==> config.mk <==
export PLATFORM = sky130hd
export DESIGN_NAME = prog_ctr_flat
export DESIGN_NICKNAME = d
export VERILOG_FILES = /design/src/rtl/prog_ctr_pkg.sv /design/src/rtl/prog_ctr_if.sv /design/src/rtl/prog_ctr_br_lut.sv /design/src/rtl/prog_ctr.sv /design/src/flat_wrapper.sv
export SDC_FILE = /design/constraint.sdc
export NUM_CORES = 1
export LEC_CHECK = 0
export CORE_MARGIN = 2
export CORE_UTILIZATION = 57
export DETAILED_ROUTE_END_ITERATION = 12
export DONT_BUFFER_PORTS = 1
export PLACE_DENSITY = 0.72
export SLEW_MARGIN = 10
export SYNTH_ARGS = -nofsm -noshare
export SYNTH_HDL_FRONTEND = slang
export SYNTH_SLANG_ARGS = --single-unit
==> constraint.sdc <==
create_clock -name clk -period 2.2 [get_ports clk]
set_input_delay 0.11 -clock clk [delete_from_list [all_inputs] [get_ports clk]]
set_output_delay 0.11 -clock clk [all_outputs]
set_load 0.05 [all_outputs]
==> src/rtl/prog_ctr_pkg.sv <==
// Shared types and constants for the program-counter stage.
// Holds the FSM state type and the branch-target table of the loaded program.
package prog_pkg;

    typedef enum logic [1:0] {
        IDLE = 2'd0,
        RUN  = 2'd1,
        DONE = 2'd2
    } state_t;

    localparam int PC_W_DEF = 10;
    localparam int LUT_N    = 16;

    typedef logic [PC_W_DEF-1:0] lut_t [LUT_N];

    localparam lut_t BR_LUT = '{
        10'd0,   10'd16,  10'd32,  10'd40,
        10'd64,  10'd80,  10'd96,  10'd112,
        10'd128, 10'd160, 10'd192, 10'd224,
        10'd256, 10'd384, 10'd512, 10'd768
    };

endpackage

==> src/rtl/prog_ctr_if.sv <==
// Control/status bundle between the sequencer and its driver.
// The slave side is the program counter; the master is top/bench.
interface prog_ctr_if
    import prog_pkg::*;
#(
    parameter int PC_W  = PC_W_DEF,
    parameter int CNT_W = 16
);

    logic             start;
    logic             stall;
    logic             halt;
    logic             br_en;
    logic [3:0]       br_idx;
    logic             zero_flag;
    logic [PC_W-1:0]  pc;
    logic             running;
    logic             done;
    logic             ovf_err;
    logic [CNT_W-1:0] cyc_cnt;

    modport master (
        output start, stall, halt, br_en, br_idx, zero_flag,
        input  pc, running, done, ovf_err, cyc_cnt
    );

    modport slave (
        input  start, stall, halt, br_en, br_idx, zero_flag,
        output pc, running, done, ovf_err, cyc_cnt
    );

endinterface

==> src/rtl/prog_ctr_br_lut.sv <==
// Branch-target lookup: 4-bit index to a PC_W-bit target address.
// Entries come from the program table and are sized to the PC width.
module br_lut
    import prog_pkg::*;
#(
    parameter int PC_W = PC_W_DEF
) (
    input  logic [3:0]      idx,
    output logic [PC_W-1:0] tgt
);

    logic [PC_W_DEF-1:0] raw;

    // Table read, then resize (zero-extend or trim) to the pc width
    always_comb begin
        raw = BR_LUT[idx];
        tgt = PC_W'(raw);
    end

endmodule

==> src/rtl/prog_ctr.sv <==
// Program counter and run sequencer in front of the ALU.
// Steps, branches or halts each cycle and counts cycles spent running.
module prog_ctr
    import prog_pkg::*;
#(
    parameter int          PC_W     = PC_W_DEF,
    parameter int unsigned START_PC = 0,
    parameter int          CNT_W    = 16
) (
    input  logic     clk,
    input  logic     reset_n,
    prog_ctr_if.slave bus
);

    localparam logic [PC_W-1:0]  PC_MAX  = '1;
    localparam logic [PC_W-1:0]  PC_INIT = PC_W'(START_PC);
    localparam logic [CNT_W-1:0] CNT_MAX = '1;

    state_t           state_q, state_d;
    logic [PC_W-1:0]  pc_q, pc_d;
    logic             armed_q, armed_d;
    logic             ovf_q, ovf_d;
    logic [CNT_W-1:0] cnt_q, cnt_d;
    logic [PC_W-1:0]  br_tgt;

    br_lut #(.PC_W(PC_W)) u_lut (
        .idx (bus.br_idx),
        .tgt (br_tgt)
    );

    // State and datapath registers; reset aborts any run at once
    always_ff @(posedge clk or negedge reset_n) begin
        if (!reset_n) begin
            state_q <= IDLE;
            pc_q    <= PC_INIT;
            armed_q <= 1'b0;
            ovf_q   <= 1'b0;
            cnt_q   <= '0;
        end else begin
            state_q <= state_d;
            pc_q    <= pc_d;
            armed_q <= armed_d;
            ovf_q   <= ovf_d;
            cnt_q   <= cnt_d;
        end
    end

    // Next state: arm on start, run with stall > halt > branch > step
    always_comb begin
        state_d = state_q;
        pc_d    = pc_q;
        armed_d = armed_q;
        ovf_d   = ovf_q;
        cnt_d   = cnt_q;
        unique case (state_q)
            IDLE: begin
                if (bus.start) begin
                    pc_d    = PC_INIT;
                    armed_d = 1'b1;
                    cnt_d   = '0;
                    ovf_d   = 1'b0;
                end else if (armed_q) begin
                    state_d = RUN;
                    armed_d = 1'b0;
                end
            end
            RUN: begin
                if (cnt_q != CNT_MAX) begin
                    cnt_d = cnt_q + 1'b1;
                end
                if (bus.stall) begin
                    state_d = RUN;
                end else if (bus.halt) begin
                    state_d = DONE;
                end else if (bus.br_en && bus.zero_flag) begin
                    pc_d = br_tgt;
                end else if (pc_q == PC_MAX) begin
                    ovf_d   = 1'b1;
                    state_d = DONE;
                end else begin
                    pc_d = pc_q + 1'b1;
                end
            end
            DONE: begin
                if (bus.start) begin
                    state_d = IDLE;
                    pc_d    = PC_INIT;
                    armed_d = 1'b1;
                    cnt_d   = '0;
                    ovf_d   = 1'b0;
                end
            end
            default: begin
                state_d = IDLE;
                armed_d = 1'b0;
            end
        endcase
    end

    assign bus.pc      = pc_q;
    assign bus.running = (state_q == RUN);
    assign bus.done    = (state_q == DONE);
    assign bus.ovf_err = ovf_q;
    assign bus.cyc_cnt = cnt_q;

endmodule

==> src/flat_wrapper.sv <==
// flat-port wrapper written by rule: the top's interface ports become plain ports
module prog_ctr_flat import prog_pkg::*;
#(
    parameter int          PC_W     = PC_W_DEF,
    parameter int unsigned START_PC = 0,
    parameter int          CNT_W    = 16
)
  (clk, reset_n, bus_start, bus_stall, bus_halt, bus_br_en, bus_br_idx, bus_zero_flag, bus_pc, bus_running, bus_done, bus_ovf_err, bus_cyc_cnt);
  prog_ctr_if #(.PC_W(PC_W), .CNT_W(CNT_W)) bus_i ();
  input  logic clk;
  input  logic reset_n;
  input wire logic [$bits(bus_i.start)-1:0] bus_start;
  input wire logic [$bits(bus_i.stall)-1:0] bus_stall;
  input wire logic [$bits(bus_i.halt)-1:0] bus_halt;
  input wire logic [$bits(bus_i.br_en)-1:0] bus_br_en;
  input wire logic [$bits(bus_i.br_idx)-1:0] bus_br_idx;
  input wire logic [$bits(bus_i.zero_flag)-1:0] bus_zero_flag;
  output wire logic [$bits(bus_i.pc)-1:0] bus_pc;
  output wire logic [$bits(bus_i.running)-1:0] bus_running;
  output wire logic [$bits(bus_i.done)-1:0] bus_done;
  output wire logic [$bits(bus_i.ovf_err)-1:0] bus_ovf_err;
  output wire logic [$bits(bus_i.cyc_cnt)-1:0] bus_cyc_cnt;
  assign bus_i.start = bus_start;
  assign bus_i.stall = bus_stall;
  assign bus_i.halt = bus_halt;
  assign bus_i.br_en = bus_br_en;
  assign bus_i.br_idx = bus_br_idx;
  assign bus_i.zero_flag = bus_zero_flag;
  assign bus_pc = bus_i.pc;
  assign bus_running = bus_i.running;
  assign bus_done = bus_i.done;
  assign bus_ovf_err = bus_i.ovf_err;
  assign bus_cyc_cnt = bus_i.cyc_cnt;
  prog_ctr #(.PC_W(PC_W), .START_PC(START_PC), .CNT_W(CNT_W)) u_core (.clk(clk), .reset_n(reset_n), .bus(bus_i));
endmodule
* Word level (Yosys, flattened, before mapping)
Memories as Yosys holds them, arrays and structs flattened.
Index checks and enable logic that the tools add are counted.
** Cells by class
- Bitwise operators :: 2
- Eq/ne operators :: 16
- Reductions and logical operators :: 9
- Add/sub/neg operators :: 2
- Div/mod/pow operators :: 0
- Multiply operators :: 0
- Shift-type cells :: 0
- Muxes and demuxes :: 28
- Magnitude comparators :: 1
** Operators by type and width (number)
- $mux 10 :: 7
- $mux 16 :: 2
- $pmux 16 s2 :: 1
- $pmux 10 s2 :: 1
- $add 16x1->16 const B :: 1
- $ne 16x16->1 const B :: 1
- $mux 2 :: 7
- $add 10x1->10 const B :: 1
- $eq 10x10->1 const B :: 1
- $ne 2x2->1 const B :: 5
- $reduce_and 5->1 :: 2
- $ne 2x1->1 const B :: 4
- $mux 1 :: 7
- $pmux 2 s3 :: 1
- $reduce_and 6->1 :: 1
- $ge 5x5->1 const B :: 1
- $not 4->5 :: 1
- $ne 4x3->1 const B :: 1
- $ne 4x4->1 const B :: 1
- $ne 3x2->1 const B :: 1
- $pmux 1 s3 :: 1
- $reduce_and 3->1 :: 1
- $eq 2x1->1 const B :: 1
- $eq 2x2->1 const B :: 1
- 7 further kinds :: 7
** Storage, ports and cells
- Output and inout port bits :: 29
- Bits in latches :: 0
- RAM bits :: 0
- Logic and storage cells :: 64
- Register bits after elaboration :: 30
- Memories kept :: 1
- Input port bits :: 11
- ROM bits :: 160
** Memory list
- (no name shown) :: words 16, bits a word 10, read ports 1, clocked after Yosys merged registers in 0, write ports 0, RTL line prog_ctr_br_lut.sv:16 : raw = BR_LUT[idx];

* Depth between registers and ports, before layout
Gate-level depths: netlist (run 1).
- Word-level depth :: 8
- Depth in mapped cells :: 7
- Mapped depth without buffers :: 6

* By module
A second synthesis (run 1) with hierarchy kept.
** Unflattened totals
- Cell total of the unflattened synthesis :: 214
- Area total of the unflattened synthesis :: 1955.6 um^2
** By module, submodules not included
- prog_ctr :: cells an instance 199, area each 1844.3 um^2, seq. area each 750.7 um^2, instances 1
- br_lut :: cells an instance 15, area each 111.4 um^2, seq. area each 0.0 um^2, instances 1

* Least setup slack after synthesis (run 1)
OpenSTA, ideal clock, no wires.
- Kind :: reg-to-reg
- Start :: reg u_core.pc_q[0], in the netlist u_core.bus.pc[0]
- End :: reg u_core.pc_q[7], in the netlist u_core.bus.pc[7]
- Required time :: 2074 ps
- Arrival time :: 1916 ps
- Setup time :: 126 ps
- Cell stages (with the launch flop) :: 8
- Path buffers :: 1
- Clock period less this slack :: 2041 ps
- Path slack :: 159 ps
- Cell sequence :: dfrtp_1 -> ha_1 -> nand3_1 -> nor2_1 -> a41oi_2 -> buf_2 -> a21oi_1 -> a21oi_1
** On the way
- Word-level cells in the longest chain between the ends :: 6
- Elaborated cells between the ends (all ways) :: 9
- Classes of those cells :: add/sub: 1; eq/ne: 2; mux: 5; reduce/logical: 1
** Ends and longest elaborated chain
- from (decl) :: RTL line prog_ctr.sv:20 : logic [PC_W-1:0] pc_q, pc_d;
- from (signal assigned) :: RTL line prog_ctr.sv:41 : pc_q <= pc_d;
- $add 10x1->10 :: RTL line prog_ctr.sv:81 : pc_d = pc_q + 1'b1;
- $mux 10 :: RTL line prog_ctr.sv:77 : end else if (pc_q == PC_MAX) begin
- $mux 10 :: RTL line prog_ctr.sv:75 : end else if (bus.br_en && bus.zero_flag) begin
- $mux 10 :: RTL line prog_ctr.sv:73 : end else if (bus.halt) begin
- $mux 10 :: RTL line prog_ctr.sv:71 : if (bus.stall) begin
- $pmux 10 s2 :: RTL line prog_ctr.sv:55 : unique case (state_q)
Parallel ways exist; a longest one is shown, timed or not. The select of a mux whose other input is x is not followed.
A chain may end at the register's enable or synchronous reset.

* Worst setup path in the final report (run 1)
- Start :: reg u_core.state_q[0]
- End :: reg u_core.cnt_q[15], in the netlist u_core.bus.cyc_cnt[15]
** On the way
- Word-level cells in the longest chain between the ends :: 4
- Elaborated cells between the ends (all ways) :: 9
- Classes of those cells :: eq/ne: 4; mux: 1; reduce/logical: 4
** Ends and longest elaborated chain
- from (decl) :: RTL line prog_ctr.sv:19 : state_t state_q, state_d;
- from (signal assigned) :: RTL line prog_ctr.sv:40 : state_q <= state_d;
- $eq 2x2->1 or $logic_not 2->1 (tied branches) :: RTL line prog_ctr.sv:55
- $reduce_or 2->1 (no line)
- $ne 2x1->1 (no line) or $reduce_bool 2->1 (tied branches)
- $reduce_and 3->1 (no line)
- to (signal assigned) :: RTL line prog_ctr.sv:44 : cnt_q <= cnt_d;
- to (decl) :: RTL line prog_ctr.sv:23 : logic [CNT_W-1:0] cnt_q, cnt_d;
Parallel ways exist; a longest one is shown, timed or not.

==> results of run 1 <==
worst min path at each step:
stage	from	to	slack [ns]	cells past startpoint
floorplan	reset_n	u_core.armed_q$_DFFE_PN0P_	-0.19	0
global placement	reset_n	u_core.bus.pc[7]$_DFFE_PN0P_	-0.18	0
detailed placement	reset_n	u_core.bus.pc[7]$_DFFE_PN0P_	-0.18	0
CTS	bus_start	u_core.bus.ovf_err$_DFFE_PN0P_	0.03	2
global route	bus_start	u_core.bus.ovf_err$_DFFE_PN0P_	0.02	2
finish	bus_start	u_core.bus.ovf_err$_DFFE_PN0P_	0.05	2
cell usage in the layout, fill, tap and decap left out, types with 2 or more instances in the layout:
master / count
a211oi_1: 2
a21oi_1: 15
a22o_1: 6
a31oi_1: 2
and3_1: 3
and4_1: 3
buf_4: 30
clkbuf_4: 5
clkinv_2: 2
dfrtp_1: 30
dlygate4sd3_1: 3
ha_1: 2
inv_1: 7
mux2_2: 2
mux2i_1: 2
nand2_1: 16
nand2b_1: 2
nand3_1: 10
nand4_1: 6
nand4b_1: 2
nor2_1: 23
nor2b_1: 2
nor3_1: 3
nor4_1: 2
nor4b_2: 2
o211ai_1: 3
o21ai_0: 16
xnor2_1: 7
power groups by stage:
stage	sequential, mW	combinational [mW]	clock (mW)
3_5_place_dp	0.740	0.777	0
5_1_grt	0.743	0.873	0.469
3_3_place_gp	0.731	0.761	0
4_1_cts	0.729	0.806	0.441
6_report	0.729	0.813	0.430
2_1_floorplan	0.946	0.366	0
worst max-delay path, delay by kind of cell (launching register included):
kind | cells | cell delay, ns
DFF | 1 | 0.64
and+or+nand+nor | 3 | 0.59
AOI/OAI and AO/OA | 1 | 0.49
xor gates and xnor gates | 1 | 0.15
logic make-up (layout without fill, tap and decap cells):
logic type	count (synthesis)	count (layout)	share of synthesized area, %
mux	4	4	2.43
flops	30	30	42.9
fa+ha+maj	2	2	1.43
simple gates	81	81	25.3
xor+xnor	8	8	4.01
buf+inv	13	49	3.08
compound gates	56	56	20.8
layout make-up:
type,instances,area [um2]
Timing Repair Buffer,34,275
Clock inverter,3,40.0
Fill cell,227,863
Multi-Input combinational cell,151,943
Sequential cell,30,751
Inverter,7,26.3
Tap cell,33,41.3
Clock buffer,5,37.5
state kept, by name, summed over array words and instances (netlist names):
signal              count
u_core.state_q          2
u_core.bus.ovf_err      1
u_core.armed_q          1
u_core.bus.pc          10
u_core.bus.cyc_cnt     16
layer usage:
layer,GRT usage (%),share of wire (%),vias up
met1,33.0,44,784
met4,10.4,1.5,0
met2,40.5,46,76
li1,-,-,789
met5,0,0,-
met3,11.6,9.2,9
metrics by stage:
step | instances | total power [mW] | hold WS, ns | util (%) | cell area (um2)
5_1_grt | 263 | 2.09 | 0.0228 | 71.0 | 2110
2_1_floorplan | 194 | 1.31 | -0.186 | - | 1750
4_1_cts | 263 | 1.98 | 0.0318 | 71.0 | 2110
6_report | 263 | 1.97 | 0.0495 | 71.0 | 2110
3_3_place_gp | 251 | 1.49 | -0.185 | 66.7 | 1990
3_5_place_dp | 251 | 1.52 | -0.185 | 66.7 | 1990
timing repair:
item,CTS,global route
endpoints found under the setup margin,0,0
hold endpoints to repair,37,0
hold buffers,4,0
==> results.cfg, run 1 <==
[placed_design]
portBuffers = 0
dp_slack_ns = 0.264
routabilityCongestion = 0.875
dp_hpwl_um = 3070

[sta]
relSlewSlack_pct = 61.3
hold_viol_final = 0
finalCritPeriodShare_pct = 89.8
fin_skew_ns = 0.00999
tightest_slew_ns = 0.581
post-route-min-period_ns = 1.98
final.setup.worst_slack_ns = 0.224
finalSetupViolations = 0
fmax_ghz = 0.506
slew_violations = 0
rsz0062_at_grt = no
setup_tns_ns = 0

[synth]
synth.distinct_cells = 47
yosys_warnings = 0
synth_top_area_share_pct = 42.9
synth.largest_area_cell = dfrtp_1
synth.area.top_cells = dfrtp_1 (43%), nor2_1 (4.9%), o21ai_0 (4.6%)
syn_inst = 194
syn_area_mm2 = 0.00175
synth.avg_cell_area_um2 = 9.01
synthTopCellsByCount = dfrtp_1 (30), nor2_1 (23), nand2_1 (16), o21ai_0 (16), a21oi_1 (15)
async_reset_ff_share_pct = 100
synth.net_count = 207
ys.flop_type = dfrtp_1
synth_edf_count = 0
ys_ff_latch = 30
yosysMostFrequentCell = dfrtp_1
synth_seq_area_share_pct = 42.9

[worst_setup_path]
regToRegSetupSlack_ns = 0.22
crit_fanout = 16
max_stage_delay_ns = 0.64
crit_end = u_core.bus.cyc_cnt[15]$_DFFE_PN0P_
cpMaxStageDelayCell = dfrtp_1
worstReg2RegEnd = u_core.bus.cyc_cnt[15]$_DFFE_PN0P_
arrival_ns = 2.20
cp.required_ns = 2.42
end_kind = flip-flop
start_kind = flip-flop
worst-setup-path-type = reg -> reg
r2r_cells = 5
rr_startpoint = u_core.state_q[0]$_DFFE_PN0P_
path_cells = nand2b_1 > a2111o_1 > nor4_2 > xnor2_1 > nor2_1
crit_path_start = u_core.state_q[0]$_DFFE_PN0P_

[floorplanning]
die-area_mm2 = 0.00353
initial_utilization_pct = 58.7
ios = 40
row_count = 20
die_w_um = 59.4
coreArea_mm2 = 0.00298
fp.dieH_um = 59.4

[finish]
area_delta_synth_final_pct = 21.0
drive_gt1_share_pct = 20.9
diodes = 0
final_nets = 242

[grt]
grt_max_degree = 31
antenna_found_initial = 0
grt_pass1_wl_um = 6910
grt_pass1_vias = 1577
grt_overflow = 0
track_usage_pct = 26.5

[clocking]
path_clk_slew_ns = 0.10
cts_buffers = 5
h-tree-depth = 2
clk_latency_ns = 0.33
root_buffer = clkbuf_4
cts_setup_buffers = 0
ctsResizeCount = 0
cts_tree = done
cts_num_sinks = 30
cts_max_path_buffers = 2

[power_and_ir_drop]
p_per_area_mw_per_mm2 = 932
p_clk_share_pct = 21.8
internal-power_mw = 1.12
switching_share_pct = 43.2
power_switching_uw = 851
p_comb_share_pct = 41.2
p_leak_nw = 0.938
pwr-share-seq_pct = 37.0
ir_worst_vdd_mv = 0.683

[job]
drv_cap = 0

[route]
avgViaCountPerCell = 6.30
drt-wirelength-per-cell_um = 16.4
drc = 0
postRouteAntennaNets = 0
routed_wl_um = 4300
first_pass_iters = 4
routed-via-count = 1658
drt_iter0_drc = 84

[hold_path]
min_path_type = in -> reg

[status]
outcome = finished, final reports clean
(Power assumes the default switching activity.)
==> inputs of run 2 (changes only) <==
- CTS_BUF_LIST: default -> sky130_fd_sc_hd__clkbuf_8 sky130_fd_sc_hd__clkbuf_16
==> run 2 against run 1 <==
  * Routed wire length fell by 2.2%
  * Die area did not move
  * Count of clock-buffer cells in the layout unchanged
  * Final area is 1.5% higher
  * Largest cell class unchanged
  * Highest routed layer unchanged
  * Power up 5.6%
  * Combinational power down 1%
  * Via count fell by 0.18%
  * Maximum frequency down 0.25%
  * Setup slack lost 0.0049 ns
  * Critical endpoint unchanged
==> results.cfg, run 2 (synthesized netlist as in run 1, its figures left out) <==
[clocking]
cts_num_sinks = 30
clk_latency_ns = 0.29
cts_buffers = 5
cts_setup_buffers = 0
postCtsHoldBufs = 4
h-tree-depth = 2
path_clk_slew_ns = 0.07
cts_max_path_buffers = 2
ctsResizeCount = 0
cts_tree = done
root_buffer = clkbuf_8

[floorplanning]
die_w_um = 59.4
ios = 40
row_count = 20
initial_utilization_pct = 58.7
fp.dieH_um = 59.4
die-area_mm2 = 0.00353
coreArea_mm2 = 0.00298

[finish]
diodes = 0
fin_cells = 263
area_delta_synth_final_pct = 22.8
nFillCells = 219
final_core_util_pct = 72.1
seq_area_um2 = 751
multi_input_area_um2 = 943
final_cell_area_mm2 = 0.00215
layout_common_cells = buf_4 (30), dfrtp_1 (30), nor2_1 (23)
final_nets = 242
largest_reg_flops = 16
drive_gt1_share_pct = 20.9

[status]
outcome = finished, final reports clean

[power_and_ir_drop]
fin_total_pwr_mw = 2.08
power_switching_uw = 863
pwr-share-seq_pct = 35.2
switching_share_pct = 41.5
ir_worst_vdd_mv = 0.792
internal-power_mw = 1.22
p_comb_share_pct = 38.7
p_clk_share_pct = 26.2
p_leak_nw = 0.951
p_per_area_mw_per_mm2 = 970

[worst_setup_path]
worstReg2RegEnd = u_core.bus.cyc_cnt[15]$_DFFE_PN0P_
start_kind = flip-flop
arrival_ns = 2.15
crit_fanout = 16
end_kind = flip-flop
rr_startpoint = u_core.state_q[0]$_DFFE_PN0P_
crit_path_start = u_core.state_q[0]$_DFFE_PN0P_
worst-setup-path-type = reg -> reg
crit_end = u_core.bus.cyc_cnt[15]$_DFFE_PN0P_
cp.required_ns = 2.37
regToRegSetupSlack_ns = 0.22
r2r_cells = 5

[grt]
grt_pass1_wl_um = 6760
track_usage_pct = 25.6
grt_max_degree = 31
grt_overflow = 0
antenna_found_initial = 0
grt_pass1_vias = 1533

[route]
drt_iter0_drc = 111
drt-wirelength-per-cell_um = 16.0
postRouteAntennaNets = 0
drc = 0
routed_wl_um = 4210
first_pass_iters = 4
routed-via-count = 1655
avgViaCountPerCell = 6.29

[sta]
slew_violations = 0
fmax_ghz = 0.505
finalCritPeriodShare_pct = 90.0
relSlewSlack_pct = 61.5
tightest_slew_ns = 0.577
fin_skew_ns = 0.00604
setup_tns_ns = 0
holdWs_ns = 0.0233
finalSetupViolations = 0
hold_viol_final = 0
post-route-min-period_ns = 1.98
rsz0062_at_grt = no
final.setup.worst_slack_ns = 0.219

[placed_design]
routabilityCongestion = 0.875
dp_hpwl_um = 3070
dp_slack_ns = 0.264
dp_cells = 251
place_area_mm2 = 0.00199
portBuffers = 0

[job]
drv_cap = 0

[hold_path]
min_path_type = in -> reg
-- run 2: cell counts in the layout (fill, tap and decap cells not counted) --
Identical to the previous run, type by type.
-- run 2: per-layer routing --
layer | part of all wire, % | track usage (%) | routed length, um
met5 | 0 | 0 | 0
met4 | 1.6 | 9.09 | 67
met3 | 8.2 | 9.83 | 345
met2 | 45 | 39.2 | 1900
met1 | 45 | 33.0 | 1890
-- run 2: how the worst min path moves through the flow --
| stage | startpoint | to | slack (ns) | cells past startpoint |
|---|---|---|---|---|
| 2_1_floorplan | reset_n | u_core.armed_q$_DFFE_PN0P_ | -0.19 | 0 |
| 3_3_place_gp | reset_n | u_core.bus.pc[7]$_DFFE_PN0P_ | -0.18 | 0 |
| 3_5_place_dp | reset_n | u_core.bus.pc[7]$_DFFE_PN0P_ | -0.18 | 0 |
| 4_1_cts | bus_start | u_core.armed_q$_DFFE_PN0P_ | 0.02 | 2 |
| 5_1_grt | bus_start | u_core.bus.cyc_cnt[7]$_DFFE_PN0P_ | 0.04 | 3 |
| 6_report | bus_start | u_core.bus.cyc_cnt[7]$_DFFE_PN0P_ | 0.02 | 3 |
-- run 2: power by group through the flow --
stage	Combinational, mW	Clock [mW]	Sequential (mW)
finish	0.805	0.545	0.732
global route	0.868	0.575	0.744
CTS	0.801	0.552	0.730
detailed placement	0.777	0	0.740
global placement	0.761	0	0.731
floorplan	0.366	0	0.946
-- run 2: area by class of cell --
class / instances / area share, %
Timing Repair Buffer: 34 / 12.8
Multi-Input combinational cell: 151 / 44.0
Tap cell: 33 / 1.92
Inverter: 7 / 1.22
Clock buffer: 5 / 3.21
Clock inverter: 3 / 1.87
Sequential cell: 30 / 35.0
-- run 2: critical path, stage by stage, from the launching register on --
cell and delay [ns]:
dfrtp_1 0.63, nand2b_1 0.21, a2111o_1 0.49, nor4_2 0.33
xnor2_1 0.15, nor2_1 0.05
==> inputs of run 3 (changes only) <==
- RECOVER_POWER: default -> 100
==> run 3 against run 2 <==
  * The flow now finishes with violations (max-capacitance violations, max-slew violations)
  * Sequential power about the same
  * Utilization fell by 4.2 points
  * Highest routed layer unchanged
  * Combinational power decreased by 6.6%
  * First-iteration DRC count down 21%
  * Critical path depth unchanged
  * Maximum frequency decreased by 3.3%
  * Die area stayed put
  * Count of clock-buffer cells in the layout unchanged
  * Power shrank 2.5%
==> results.cfg, run 3 (synthesized netlist as in run 1, its figures left out) <==
[status]
outcome = complete, but fails checks
violations = max-capacitance violations, max-slew violations

[finish]
largest_reg_flops = 16
seq_area_um2 = 751
diodes = 0
fin_cells = 263
layout_commonest_cell = dfrtp_1
final_nets = 242
nFillCells = 257
area_delta_synth_final_pct = 15.5
layout_common_cells = dfrtp_1 (30), clkbuf_1 (25), nor2_1 (23)
drive_gt1_share_pct = 8.70
multi_input_area_um2 = 926

[sta]
setup_tns_ns = 0
holdWs_ns = 0.0231
slew_violations = 31
relSlewSlack_pct = -5.89
rsz0062_at_grt = no
finalSetupViolations = 0
post-route-min-period_ns = 2.05
fin_skew_ns = 0.00519
fmax_ghz = 0.488
tightest_slew_ns = 1.59
finalCritPeriodShare_pct = 93.1
hold_viol_final = 0

[route]
routed_wl_um = 4220
drt_iter0_drc = 88
wl_met2_um = 1910
postRouteAntennaNets = 0
routed-via-count = 1653
drc = 0
drt-wirelength-per-cell_um = 16.0
avgViaCountPerCell = 6.29
met1_length_um = 1920
first_pass_iters = 4
top_layer = met4
wl_met3_um = 320

[floorplanning]
die-area_mm2 = 0.00353
row_count = 20
ios = 40
die_w_um = 59.4
initial_utilization_pct = 58.7
fp.dieH_um = 59.4
coreArea_mm2 = 0.00298

[job]
drv_cap = 1

[clocking]
root_buffer = clkbuf_8
path_clk_slew_ns = 0.07
cts_tree = done
cts_max_path_buffers = 2
h-tree-depth = 2
cts_buffers = 5
cts_num_sinks = 30
clk_latency_ns = 0.29

[placed_design]
routabilityCongestion = 0.875
portBuffers = 0
dp_hpwl_um = 3070
dp_cells = 251

[grt]
grt_pass1_vias = 1533
grt_max_degree = 31
track_usage_pct = 25.6
grt_pass1_wl_um = 6760
grt_overflow = 0
antenna_found_initial = 0

[worst_setup_path]
start_kind = flip-flop
arrival_ns = 2.21
end_kind = flip-flop
crit_fanout = 16
cp.required_ns = 2.36
worst-setup-path-type = reg -> reg

[hold_path]
min_path_type = in -> reg

[power_and_ir_drop]
ir_worst_vdd_mv = 0.790
p_per_area_mw_per_mm2 = 1000
p_leak_nw = 0.840
==> run 3: cell types whose count changed in the layout (fill, tap and decap cells not counted), sizes merged <==
cell    delta
buf       -26
clkbuf    +26
==> run 3: power breakdown <==
| part | switching [mW] | total (mW) | internal, mW |
|---|---|---|---|
| Combinational | 0.556 | 0.752 | 0.196 |
| Clock | 0.215 | 0.548 | 0.333 |
| Sequential | 0.0926 | 0.729 | 0.637 |
| Total | 0.864 | 2.03 | 1.17 |
==> run 3: final timing paths <==
check / start / end / slack [ns] / depth (start not counted)
worst max-delay path: u_core.state_q[0]$_DFFE_PN0P_ / u_core.bus.cyc_cnt[15]$_DFFE_PN0P_ / 0.15 / 5
max in group asynchronous: reset_n / u_core.bus.cyc_cnt[10]$_DFFE_PN0P_ / 0.50 / 2
min in group asynchronous: reset_n / u_core.bus.pc[5]$_DFFE_PN0P_ / 0.78 / 2
worst min-delay path: bus_start / u_core.bus.cyc_cnt[7]$_DFFE_PN0P_ / 0.02 / 3
worst max register to register: u_core.state_q[0]$_DFFE_PN0P_ / u_core.bus.cyc_cnt[15]$_DFFE_PN0P_ / 0.15 / 5
worst min register to register: u_core.armed_q$_DFFE_PN0P_ / u_core.armed_q$_DFFE_PN0P_ / 0.52 / 2
==> run 3: critical path, cell delays in order, from the launching register on <==
cell and delay, ns:
dfrtp_1 0.64, nand2b_1 0.21, a2111o_1 0.48, nor4_1 0.38, xnor2_1 0.16, nor2_1 0.05
==> run 3: timing repair <==
| action | CTS | global route |
|---|---|---|
| setup buffers | 0 | 0 |
| hold buffers | 4 | 0 |
| resized for setup | 0 | 0 |
| endpoints found under the hold margin | 31 | 0 |
==> run 3: through the flow <==
stage | cell area [um2] | power, mW | setup slack, ns | utilization (%)
2_1_floorplan | 1750 | 1.31 | 0.159 | -
3_3_place_gp | 1990 | 1.49 | 0.327 | 66.7
3_5_place_dp | 1990 | 1.52 | 0.264 | 66.7
4_1_cts | 2150 | 2.08 | 0.243 | 72.1
5_1_grt | 2020 | 2.13 | 0.0627 | 67.8
6_report | 2020 | 2.03 | 0.152 | 67.8
==> run 3: metal layers <==
metal / track usage (%) / vias up
li1: - / 790
met4: 9.09 / 0
met3: 9.83 / 8
met1: 33.0 / 796
met5: 0 / -
met2: 39.2 / 59
==> run 3: layout make-up <==
class | count | area share (%)
Multi-Input combinational cell | 151 | 45.8
Sequential cell | 30 | 37.2
Timing Repair Buffer | 34 | 8.24
Clock buffer | 5 | 3.41
Tap cell | 33 | 2.04
Clock inverter | 3 | 1.98
Inverter | 7 | 1.30
